**config.mk**
```make
export PLATFORM = sky130hd
export DESIGN_NAME = peak_window_detector
export DESIGN_NICKNAME = d
export VERILOG_FILES = /design/src/rtl/peak_window_detector_pkg.sv /design/src/rtl/peak_window_detector_cmp.sv /design/src/rtl/peak_window_detector.sv
export SDC_FILE = /design/constraint.sdc
export NUM_CORES = 1
export LEC_CHECK = 0
export BUFFER_PORTS_ARGS = -buffer_cell sky130_fd_sc_hd__buf_2
export CAP_MARGIN = 0
export CORE_MARGIN = 5
export CORE_UTILIZATION = 50
export DETAILED_ROUTE_END_ITERATION = 16
export MAX_ROUTING_LAYER = met4
export PLACE_DENSITY = 0.7
export SYNTH_ARGS = -nofsm -noshare
export SYNTH_HDL_FRONTEND = slang
export SYNTH_HIERARCHICAL = 1
export SYNTH_SLANG_ARGS = --single-unit
```
**constraint.sdc**
```tcl
create_clock -name clk -period 5.5 [get_ports clk]
set_input_delay 0.275 -clock clk [delete_from_list [all_inputs] [get_ports clk]]
set_output_delay 0.275 -clock clk [all_outputs]
set_load 0.01 [all_outputs]
```
**src/rtl/peak_window_detector_pkg.sv**
```systemverilog
// Shared types and helpers for the windowed range-bin peak detector.
package peak_window_detector_pkg;

    typedef enum logic [1:0] {
        ST_IDLE   = 2'd0,
        ST_RUN    = 2'd1,
        ST_REPORT = 2'd2
    } pd_state_t;

    // Counter width for n states; a single-state counter still needs one bit.
    function automatic int pd_width(input int n);
        return (n > 1) ? $clog2(n) : 1;
    endfunction

endpackage

```
**src/rtl/peak_window_detector_cmp.sv**
```systemverilog
// Strict "a beats b" compare: a > b when searching max, a < b when searching min.
module peak_window_detector_cmp #(
    parameter int DATA_W = 32,
    parameter int SIGNED = 0
) (
    input  logic [DATA_W-1:0] a,
    input  logic [DATA_W-1:0] b,
    input  logic              mode_min,
    output logic              a_better
);

    logic a_gt;
    logic b_gt;

    assign a_gt     = (SIGNED != 0) ? ($signed(a) > $signed(b)) : (a > b);
    assign b_gt     = (SIGNED != 0) ? ($signed(b) > $signed(a)) : (b > a);
    assign a_better = mode_min ? b_gt : a_gt;

endmodule

```
**src/rtl/peak_window_detector.sv**
```systemverilog
// Splits the sample stream into BIN_LEN-sample bins and reports the windowed extreme of each bin.
//
//  state     | meaning
//  ST_IDLE   | no bin in progress; first enabled sample starts a bin as idx 0
//  ST_RUN    | accumulating a bin; pd_enable low aborts it
//  ST_REPORT | one-cycle result strobe; an enabled sample here starts the next bin
module peak_window_detector
    import peak_window_detector_pkg::*;
#(
    parameter int  DATA_W   = 32,
    parameter int  ADDR_W   = 14,
    parameter int  BIN_LEN  = 1024,
    parameter int  NUM_BINS = 32,
    parameter int  SIGNED   = 0,
    localparam int IDX_W    = pd_width(BIN_LEN),
    localparam int BIN_W    = pd_width(NUM_BINS)
) (
    input  logic              clk,
    input  logic              rst_n,
    input  logic              pd_enable,
    input  logic              mode_min,
    input  logic [IDX_W-1:0]  win_start,
    input  logic [IDX_W-1:0]  win_end,
    input  logic [DATA_W-1:0] threshold,
    input  logic              s_valid,
    input  logic [DATA_W-1:0] s_data,
    input  logic [ADDR_W-1:0] s_addr,
    output logic              pk_valid,
    output logic [DATA_W-1:0] pk_value,
    output logic [ADDR_W-1:0] pk_addr,
    output logic [IDX_W-1:0]  pk_idx,
    output logic [BIN_W-1:0]  pk_bin,
    output logic              pk_found,
    output logic              busy
);

    pd_state_t state_q, state_d;

    logic              mode_q;
    logic [IDX_W-1:0]  ws_q, we_q;
    logic [DATA_W-1:0] thr_q;
    logic [IDX_W-1:0]  idx_q;
    logic [BIN_W-1:0]  bin_q;
    logic              cand_vld_q;
    logic [DATA_W-1:0] cand_val_q;
    logic [ADDR_W-1:0] cand_addr_q;
    logic [IDX_W-1:0]  cand_idx_q;

    logic              at_start;
    logic              eff_mode;
    logic [IDX_W-1:0]  eff_ws, eff_we;
    logic [DATA_W-1:0] eff_thr;
    logic [IDX_W-1:0]  cur_idx;
    logic              in_win, base_vld, smp_better, take, last;
    logic              nxt_vld;
    logic [DATA_W-1:0] nxt_val;
    logic [ADDR_W-1:0] nxt_addr;
    logic [IDX_W-1:0]  nxt_idx;
    logic              thr_beat;
    logic              latch, step, report_ld;

    // A sample arriving in IDLE or REPORT opens a bin, so it must see the live configuration.
    assign at_start = (state_q != ST_RUN);
    assign eff_mode = at_start ? mode_min  : mode_q;
    assign eff_ws   = at_start ? win_start : ws_q;
    assign eff_we   = at_start ? win_end   : we_q;
    assign eff_thr  = at_start ? threshold : thr_q;
    assign cur_idx  = at_start ? '0 : idx_q;
    assign last     = (cur_idx == IDX_W'(BIN_LEN - 1));

    assign in_win   = (cur_idx >= eff_ws) && (cur_idx <= eff_we);
    assign base_vld = !at_start && cand_vld_q;

    peak_window_detector_cmp #(.DATA_W(DATA_W), .SIGNED(SIGNED)) u_cmp_cand (
        .a        (s_data),
        .b        (cand_val_q),
        .mode_min (eff_mode),
        .a_better (smp_better)
    );

    assign take     = in_win && (!base_vld || smp_better);
    assign nxt_vld  = base_vld || in_win;
    assign nxt_val  = take ? s_data  : cand_val_q;
    assign nxt_addr = take ? s_addr  : cand_addr_q;
    assign nxt_idx  = take ? cur_idx : cand_idx_q;

    peak_window_detector_cmp #(.DATA_W(DATA_W), .SIGNED(SIGNED)) u_cmp_thr (
        .a        (nxt_val),
        .b        (eff_thr),
        .mode_min (eff_mode),
        .a_better (thr_beat)
    );

    always_comb begin
        state_d = state_q;
        latch   = 1'b0;
        step    = 1'b0;
        case (state_q)
            ST_IDLE: begin
                if (pd_enable && s_valid) begin
                    latch   = 1'b1;
                    step    = 1'b1;
                    state_d = last ? ST_REPORT : ST_RUN;
                end
            end
            ST_RUN: begin
                if (!pd_enable) begin
                    state_d = ST_IDLE;
                end else if (s_valid) begin
                    step = 1'b1;
                    if (last) state_d = ST_REPORT;
                end
            end
            ST_REPORT: begin
                if (pd_enable) begin
                    latch   = 1'b1;
                    state_d = ST_RUN;
                    if (s_valid) begin
                        step = 1'b1;
                        if (last) state_d = ST_REPORT;
                    end
                end else begin
                    state_d = ST_IDLE;
                end
            end
            default: state_d = ST_IDLE;
        endcase
    end

    assign report_ld = step && last;
    assign busy      = (state_q != ST_IDLE);

    always_ff @(posedge clk or negedge rst_n) begin
        if (!rst_n) begin
            state_q     <= ST_IDLE;
            mode_q      <= 1'b0;
            ws_q        <= '0;
            we_q        <= '0;
            thr_q       <= '0;
            idx_q       <= '0;
            bin_q       <= '0;
            cand_vld_q  <= 1'b0;
            cand_val_q  <= '0;
            cand_addr_q <= '0;
            cand_idx_q  <= '0;
            pk_valid    <= 1'b0;
            pk_value    <= '0;
            pk_addr     <= '0;
            pk_idx      <= '0;
            pk_bin      <= '0;
            pk_found    <= 1'b0;
        end else begin
            state_q  <= state_d;
            pk_valid <= report_ld;
            if (latch) begin
                mode_q <= mode_min;
                ws_q   <= win_start;
                we_q   <= win_end;
                thr_q  <= threshold;
            end
            if (step) begin
                idx_q       <= cur_idx + 1'b1;
                cand_vld_q  <= nxt_vld;
                cand_val_q  <= nxt_val;
                cand_addr_q <= nxt_addr;
                cand_idx_q  <= nxt_idx;
            end else if (latch) begin
                idx_q      <= '0;
                cand_vld_q <= 1'b0;
            end
            // Result is formed from the candidate including the final sample, giving one-cycle latency.
            if (report_ld) begin
                pk_value <= nxt_vld ? nxt_val  : '0;
                pk_addr  <= nxt_vld ? nxt_addr : '0;
                pk_idx   <= nxt_vld ? nxt_idx  : '0;
                pk_found <= nxt_vld && thr_beat;
                pk_bin   <= bin_q;
                bin_q    <= (bin_q == BIN_W'(NUM_BINS - 1)) ? '0 : bin_q + 1'b1;
            end else if (state_d == ST_IDLE) begin
                bin_q <= '0;
            end
        end
    end

endmodule

```
==> impl_metrics.csv, run 1 <==
group,metric,value,unit
setup_path,crit_type,"register to register",
floorplanning,std_cell_rows,53,
sta,hold_viol_final,0,
run,drv_cap,0,
clock_tree,postCtsSetupBuffers,0,
sta,setup_viol,0,
sta,setup_tns,0,ns
power_and_ir_drop,switching_share,32.5,%
power_and_ir_drop,p_switching,1.48,mW
sta,fmaxAchievable,0.196,GHz
finish,final_layout_size_suffix_gt1_share,35.2,%
setup_path,cp_common_cell,"inv_1",
power_and_ir_drop,pwr-share-comb,33.7,%
setup_path,slowest_stage,"a211o_4",
clock_tree,cts_buffers,17,
clock_tree,h-tree-depth,4,
setup_path,cp-start-kind,"register",
clock_tree,cts.clk_slew.worst_paths,0.08,ns
global_route,grt-ovfl-total,0,
sta,slew_violations,0,
setup_path,path_delay_family,"compound AO/OA/AOI/OAI gates",
yosys,synth_top_cell_by_area,"dfrtp_1",
setup_path,crit_required,5.86,ns
power_and_ir_drop,power_leakage,6.61,nW
sta,worst_slack,0.387,ns
detailed_routing,wl,26100,um
detailed_routing,vias,7741,
yosys,yosysWarnings,6,
setup_path,critPathCaptureType,"register",
floorplanning,core_area,0.0212,mm^2
setup_path,cp_max_fo,33,
sta,hold-worst-slack,0.0696,ns
sta,min_period_over_period,93.0,%
detailed_routing,wl_per_cell,18.8,um
power_and_ir_drop,cellInternalPower,3.08,mW
yosys,synth_cells,947,
detailed_routing,avgViaCountPerCell,5.57,
status,status,"finished clean",
power_and_ir_drop,power.density,365,mW/mm^2
yosys,syn_area,0.0108,mm^2
place,place.gp.congestion,0.846,
worst_hold_path,hold_path_class,"input port to register",
yosys,ys_ff_latch,190,
clock_tree,clockBufferDepth,2,
power_and_ir_drop,vdd.ir_drop.worst,0.269,mV
clock_tree,insertion_delay,0.45,ns
yosys,synth_top_area_share,44.0,%
clock_tree,cts-root-buf,"clkbuf_16",
yosys,synth_edf_count,0,
finish,fill_cells,1773,
clock_tree,cts_tree,"done",
sta,fin_worst_skew,0.0185,ns
power_and_ir_drop,power_frac_clock,26.5,%
setup_path,max_stage_delay,0.51,ns
detailed_routing,ant_nets,0,
yosys,avgSynthCellArea,11.4,um^2
global_route,antenna_found_initial,1,
setup_path,crit_chain,"inv_1 > ha_4 > nand2_1 > inv_1 > ha_1 > nand4_1 > or3b_1 > o221a_1 > a211o_4 > mux2_2 > inv_1 > ha_1 > a21oi_1 > o21ai_0 > a221o_1 > a211oi_1 > o21ai_1 > mux2i_1 > nand2_1 > o21ai_0",
global_route,grt_pass1_wl,41900,um
sta,finalCriticalPeriod,5.11,ns
clock_tree,cts.sinks,190,
yosys,synth_sequential_area_ratio,44.0,%
sta,timing.slew.headroom,36.2,%
yosys,syn-num-nets,1142,
yosys,synth-main-ff-cell,"dfrtp_1",
detailed_routing,drt_pre_antenna_iters,4,
finish,final_net_count,1296,
sta,tightest_slew,0.957,ns
global_route,grt_max_degree,83,
floorplanning,die_h,157,um
sta,rsz0062_at_grt,"no",
place,pre_cts_slack,0.303,ns
floorplanning,dieArea,0.0247,mm^2
detailed_routing,drc,0,
floorplanning,fp.dieW,157,um
yosys,synthTopCellsByArea,"dfrtp_1 44%, mux2_2 14%, ha_1 11%",
place,hpwl,18400,um
place,io_buffer_count,166,
power_and_ir_drop,share_seq_of_total_power,39.8,%
global_route,grt_pass1_vias,8053,
setup_path,path_buf_inv,3,
finish,synthToLayoutAreaGrowth,15.6,%
global_route,groute.usage.overall,22.1,%
setup_path,arrival,5.47,ns
floorplanning,io-pin-count,167,
floorplanning,start_util,51.1,%
detailed_routing,drt_iter0_markers,337,
yosys,async_flop_share,100,%
yosys,ys_types,53,
cell type report:
| type | instances | area (um^2) | area share, % |
|---|---|---|---|
| multi-input combinational | 636 | 5580 | 44.7 |
| sequential | 190 | 4750 | 38.1 |
| timing repair buffer | 177 | 950 | 7.60 |
| clock buffer | 20 | 467 | 3.74 |
| tap | 275 | 344 | 2.75 |
| inverter | 79 | 297 | 2.37 |
| clock inverter | 12 | 98.8 | 0.791 |
| antenna | 1 | 2.50 | 0.0200 |
synthesized netlist by cell type, types with 4 or more instances:
| master | instances |
|---|---|
| a21o_1 | 9 |
| a21oi_1 | 35 |
| a221o_1 | 6 |
| a22o_1 | 39 |
| and2_1 | 8 |
| and3_1 | 4 |
| buf_2 | 8 |
| buf_6 | 5 |
| clkbuf_1 | 27 |
| dfrtp_1 | 190 |
| ha_1 | 92 |
| inv_1 | 78 |
| mux2_2 | 137 |
| mux2_4 | 35 |
| mux2i_1 | 44 |
| nand2_1 | 79 |
| nand2b_1 | 5 |
| nand3_1 | 13 |
| nand4_1 | 15 |
| nor2_1 | 17 |
| nor4_1 | 4 |
| o21ai_0 | 52 |
kinds of logic (layout without fill, tap and decap cells):
family / Yosys count / count (layout) / synth area share, %
multiplexers: 216 / 216 / 23.2
flip-flops: 190 / 190 / 44.0
AO/OA/AOI/OAI: 171 / 171 / 10.7
AND/OR/NAND/NOR: 154 / 154 / 6.58
buffers and inverters: 121 / 288 / 4.64
adder cells (fa/ha/maj): 92 / 92 / 10.7
XOR/XNOR: 3 / 3 / 0.243
other: 0 / 1 / 0
cells in the final DEF, fill, tap and decap left out, types with 3 or more instances in the layout:
cell       netlist  final
a21oi_1         35     35
nand3_1         13     13
o2bb2ai_1        3      3
a221o_1          6      6
o21ai_0         52     52
buf_4            0      8
nand2_1         79     78
clkinv_4         0      3
dfrtp_1        190    190
clkbuf_16        0     17
a22o_1          39     39
nor4_1           4      4
mux2i_1         44     44
inv_6            0      5
buf_2            8    165
and3_1           4      4
mux2_2         137    137
a21o_1           9      9
inv_1           78     78
ha_1            92     91
nand4_1         15     15
o31ai_1          3      3
nand2b_1         5      4
mux2_4          35     35
and2_1           8      8
nor2_1          17     16
clkbuf_8         0      4
metal layers:
layer | track usage, % | up-vias | wire length (um)
met4 | 6.02 | 0 | 404
met5 | - | - | 0
li1 | - | 3707 | -
met3 | 4.62 | 22 | 1480
met2 | 34.5 | 213 | 12300
met1 | 29.4 | 3799 | 11900
worst paths after layout:
path	startpoint	endpoint	slack (ns)	cells past startpoint
max	state_q[1]$_DFF_PN0_	pk_found$_DFFE_PN0P_	0.39	20
min	s_addr[5]	cand_addr_q[5]$_DFFE_PN0P_	0.07	2
max reg2reg	state_q[1]$_DFF_PN0_	pk_found$_DFFE_PN0P_	0.39	20
min reg2reg	pk_bin[0]$_DFFE_PN0P_	pk_bin[0]$_DFFE_PN0P_	0.47	2
max in group asynchronous	rst_n	idx_q[4]$_DFFE_PN0P_	3.85	3
min in group asynchronous	rst_n	ws_q[6]$_DFFE_PN0P_	0.43	2
worst reg2reg max path, cell delays in order (launching register included):
cell      delay [ns]
dfrtp_1         0.40
inv_1           0.15
ha_4            0.45
nand2_1         0.19
inv_1           0.21
ha_1            0.20
nand4_1         0.14
or3b_1          0.37
o221a_1         0.27
a211o_4         0.51
mux2_2          0.35
inv_1           0.05
ha_1            0.31
a21oi_1         0.16
o21ai_0         0.13
a221o_1         0.31
a211oi_1        0.36
o21ai_1         0.12
mux2i_1         0.16
nand2_1         0.06
o21ai_0         0.13
registers in the layout (all words and copies together) (netlist names), 14 cells and up:
| name | count |
|---|---|
| cand_val_q | 32 |
| pk_value | 32 |
| thr_q | 32 |
| cand_addr_q | 14 |
| pk_addr | 14 |
power groups by stage:
| stage | Sequential [mW] | Clock, mW | Combinational [mW] |
|---|---|---|---|
| CTS | 1.81 | 1.24 | 1.54 |
| global placement | 1.82 | 0 | 1.48 |
| global route | 1.85 | 1.30 | 1.72 |
| floorplan | 1.79 | 0 | 1.16 |
| detailed placement | 1.83 | 0 | 1.52 |
| finish | 1.81 | 1.21 | 1.54 |
through the flow:
stage	util [%]	cell area, um^2	cells	total power, mW
floorplan	-	10800	947	2.94
global placement	56.3	11900	1356	3.30
detailed placement	56.3	11900	1356	3.36
CTS	59.0	12500	1389	4.59
global route	59.1	12500	1390	4.86
finish	59.1	12500	1390	4.56
repair_timing:
| item | in CTS | in global routing |
|---|---|---|
| endpoints found under the setup margin | 0 | 1 |
| hold buffers | 1 | 0 |
| hold endpoints to repair | 80 | 0 |
| resized for setup | 0 | 1 |
Power figures use the tool's default switching activity.
==> run 2: changes to the inputs <==
--- a/config.mk
+++ b/config.mk
@@ -5,11 +5,12 @@
 export SDC_FILE = /design/constraint.sdc
 export NUM_CORES = 1
 export LEC_CHECK = 0
+export ABC_AREA = 1
 export BUFFER_PORTS_ARGS = -buffer_cell sky130_fd_sc_hd__buf_2
 export CAP_MARGIN = 0
-export CORE_MARGIN = 5
 export CORE_UTILIZATION = 50
 export DETAILED_ROUTE_END_ITERATION = 16
+export GPL_ROUTABILITY_DRIVEN = 0
 export MAX_ROUTING_LAYER = met4
 export PLACE_DENSITY = 0.7
 export SYNTH_ARGS = -nofsm -noshare
==> run 2 against run 1 <==
  * Sequential power about the same
  * Clock power rose by 14%
  * Flip-flop and latch count unchanged
  * Fmax grew 6.8%
  * Critical path type unchanged
  * Largest power group is now combinational logic
  * Highest routed layer unchanged
==> impl_metrics.csv, run 2 <==
group,metric,value,unit
place,placed_area,0.0124,mm^2
worst_hold_path,hold_path_end,"we_q[4]$_DFFE_PN0P_",
yosys,synth-main-ff-cell,"dfrtp_1",
power_and_ir_drop,power.density,382,mW/mm^2
finish,final_layout_size_suffix_gt1_share,14.8,%
setup_path,cp_common_cell,"nand2_1",
status,status,"finished clean",
place,dp_cells,1954,
place,pre_cts_slack,0.872,ns
finish,synthToLayoutAreaGrowth,14.3,%
global_route,grt_pass1_vias,10000,
sta,hold_viol_final,0,
floorplanning,std_cell_rows,54,
floorplanning,start_util,51.7,%
place,io_buffer_count,166,
finish,antenna_cells,0,
yosys,synth_top_area_share,41.6,%
clock_tree,insertion_delay,0.43,ns
setup_path,max_stage_delay,0.61,ns
setup_path,path_delay_family,"simple AND/OR/NAND/NOR gates",
clock_tree,cts-root-buf,"clkbuf_16",
setup_path,r2r_slack,0.72,ns
setup_path,timing.rr.start,"state_q[1]$_DFF_PN0_",
setup_path,cp-start-kind,"register",
power_and_ir_drop,power_leakage,7.58,nW
worst_hold_path,hold_path_class,"input port to register",
detailed_routing,wl,29300,um
floorplanning,io-pin-count,167,
setup_path,rr_endpoint,"pk_found$_DFFE_PN0P_",
global_route,grt-ovfl-total,0,
yosys,synthTopCellsByArea,"dfrtp_1 42%, nand2_1 23%, ha_1 10%",
floorplanning,fp.dieW,153,um
global_route,groute.usage.overall,26.8,%
sta,timing.slew.headroom,33.5,%
yosys,synth_top_cell_by_area,"dfrtp_1",
yosys,avgSynthCellArea,7.28,um^2
global_route,grt_max_degree,107,
finish,final_common_cell,"nand2_1",
yosys,async_flop_share,100,%
clock_tree,cts.sinks,190,
sta,min_period_over_period,87.0,%
setup_path,slowest_stage,"buf_4",
yosys,syn_area,0.0114,mm^2
setup_path,critPathCaptureType,"register",
sta,setup_tns,0,ns
clock_tree,h-tree-depth,4,
yosys,synthXorXnorAreaFrac,0.0766,%
sta,finalCriticalPeriod,4.78,ns
worst_hold_path,whs_path_depth,3,
yosys,synth_edf_count,0,
sta,fmaxAchievable,0.209,GHz
power_and_ir_drop,total_power,4.99,mW
clock_tree,cts.clk_slew.worst_paths,0.07,ns
setup_path,cp_max_fo,57,
finish,final_net_count,1889,
detailed_routing,drt_iter0_markers,644,
sta,setup_viol,0,
clock_tree,cts_tree,"done",
clock_tree,cts_buffers,17,
setup_path,reg2reg_depth,25,
floorplanning,dieArea,0.0235,mm^2
yosys,synth_sequential_area_ratio,41.6,%
yosys,synth_top_family_by_area,"simple AND/OR/NAND/NOR gates",
yosys,ys_top_cells_by_count,"711 x nand2_1, 190 x dfrtp_1, 176 x inv_1",
sta,hold-worst-slack,0.0582,ns
yosys,synth_cells,1569,
yosys,synthMuxAreaShare,0,%
finish,most-common-layout-cells,"709 x nand2_1, 190 x dfrtp_1, 176 x inv_1",
finish,reg.largest.list,"cand_val_q x32, pk_value x32, thr_q x32",
setup_path,crit_required,5.83,ns
yosys,synthMostInstantiatedCell,"nand2_1",
setup_path,crit_start,"state_q[1]$_DFF_PN0_",
worst_hold_path,worstHoldStart,"win_end[4]",
power_and_ir_drop,vdd.ir_drop.worst,0.200,mV
yosys,ys_types,35,
floorplanning,core_area,0.0221,mm^2
finish,fin_util,59.1,%
sta,worst_slack,0.715,ns
detailed_routing,avgViaCountPerCell,5.17,
detailed_routing,ant_nets,0,
detailed_routing,wl_per_cell,14.7,um
yosys,synthSimpleGateAreaFrac,31.2,%
yosys,ys_ff_latch,190,
yosys,yosysWarnings,6,
sta,fin_worst_skew,0.0104,ns
detailed_routing,vias,10300,
yosys,synthAdderAreaFrac,10.1,%
sta,tightest_slew,0.998,ns
setup_path,arrival,5.11,ns
yosys,synth_compound_area_share,7.91,%
run,drv_cap,0,
floorplanning,die_h,153,um
finish,fin_area,0.0131,mm^2
sta,slew_violations,0,
yosys,syn-num-nets,1764,
detailed_routing,drc,0,
clock_tree,clockBufferDepth,2,
detailed_routing,drt_pre_antenna_iters,5,
global_route,grt_pass1_wl,48900,um
global_route,antenna_found_initial,0,
finish,layoutNonFillerInstCount,1987,
sta,rsz0062_at_grt,"no",
setup_path,path_buf_inv,5,
setup_path,crit_type,"register to register",
place,hpwl,19500,um
==> run 2: changes by cell type after synthesis, moves of 44 or more <==
cell     delta
nand2_1   +632
mux2_2    -137
inv_1      +98
o21ai_0    +69
nand4_1    +50
mux2i_1    -44
==> run 2: final cells by class <==
type                            count  area [um^2]
Clock buffer                       20          437
Clock inverter                     12          208
Fill cell                        2075         9030
Inverter                          185          694
Multi-Input combinational cell   1120         5650
Sequential cell                   190         4750
Tap cell                          280          350
Timing Repair Buffer              180          972
==> run 2: what timing repair did <==
action	in CTS	in global routing
hold buffers	1	0
endpoints found under the hold margin	67	0
gates resized for setup	0	0
setup buffers	0	0
==> run 2: per-layer routing <==
layer  track usage, %  share of wire (%)  wire length (um)
met5                -                  0                 0
met2             40.1                 45             13100
met3             4.42                6.0              1750
met1             36.9                 47             13900
met4             8.56                1.9               565
==> run 2: power by group <==
part	switching, mW	total (mW)	internal (mW)	leakage, nW
registers	0.114	1.79	1.67	2.56
logic	1.21	1.83	0.621	4.71
clock network	0.564	1.38	0.814	0.307
total	1.88	4.99	3.11	7.58
==> run 2: how the worst max path moves through the flow <==
stage	endpoint	slack, ns	depth (start not counted)
2_1_floorplan	pk_found$_DFFE_PN0P_	1.51	28
3_3_place_gp	pk_found$_DFFE_PN0P_	0.95	24
3_5_place_dp	pk_found$_DFFE_PN0P_	0.87	24
4_1_cts	pk_found$_DFFE_PN0P_	0.78	25
5_1_grt	pk_found$_DFFE_PN0P_	0.22	24
6_report	pk_found$_DFFE_PN0P_	0.72	25
==> run 2: cells by family (layout without fill, tap and decap cells) <==
family | count (synthesis) | count (layout)
buffers and inverters | 259 | 397
AOI/OAI and AO/OA | 170 | 170
and+or+nand+nor | 857 | 857
adders and majority gates | 92 | 92
xor gates and xnor gates | 1 | 1
DFF | 190 | 190
==> run 2: tightest hold or removal path, stage by stage <==
cell and delay, ns:
buf_2 0.08, nand2_1 0.04, o21ai_0 0.06
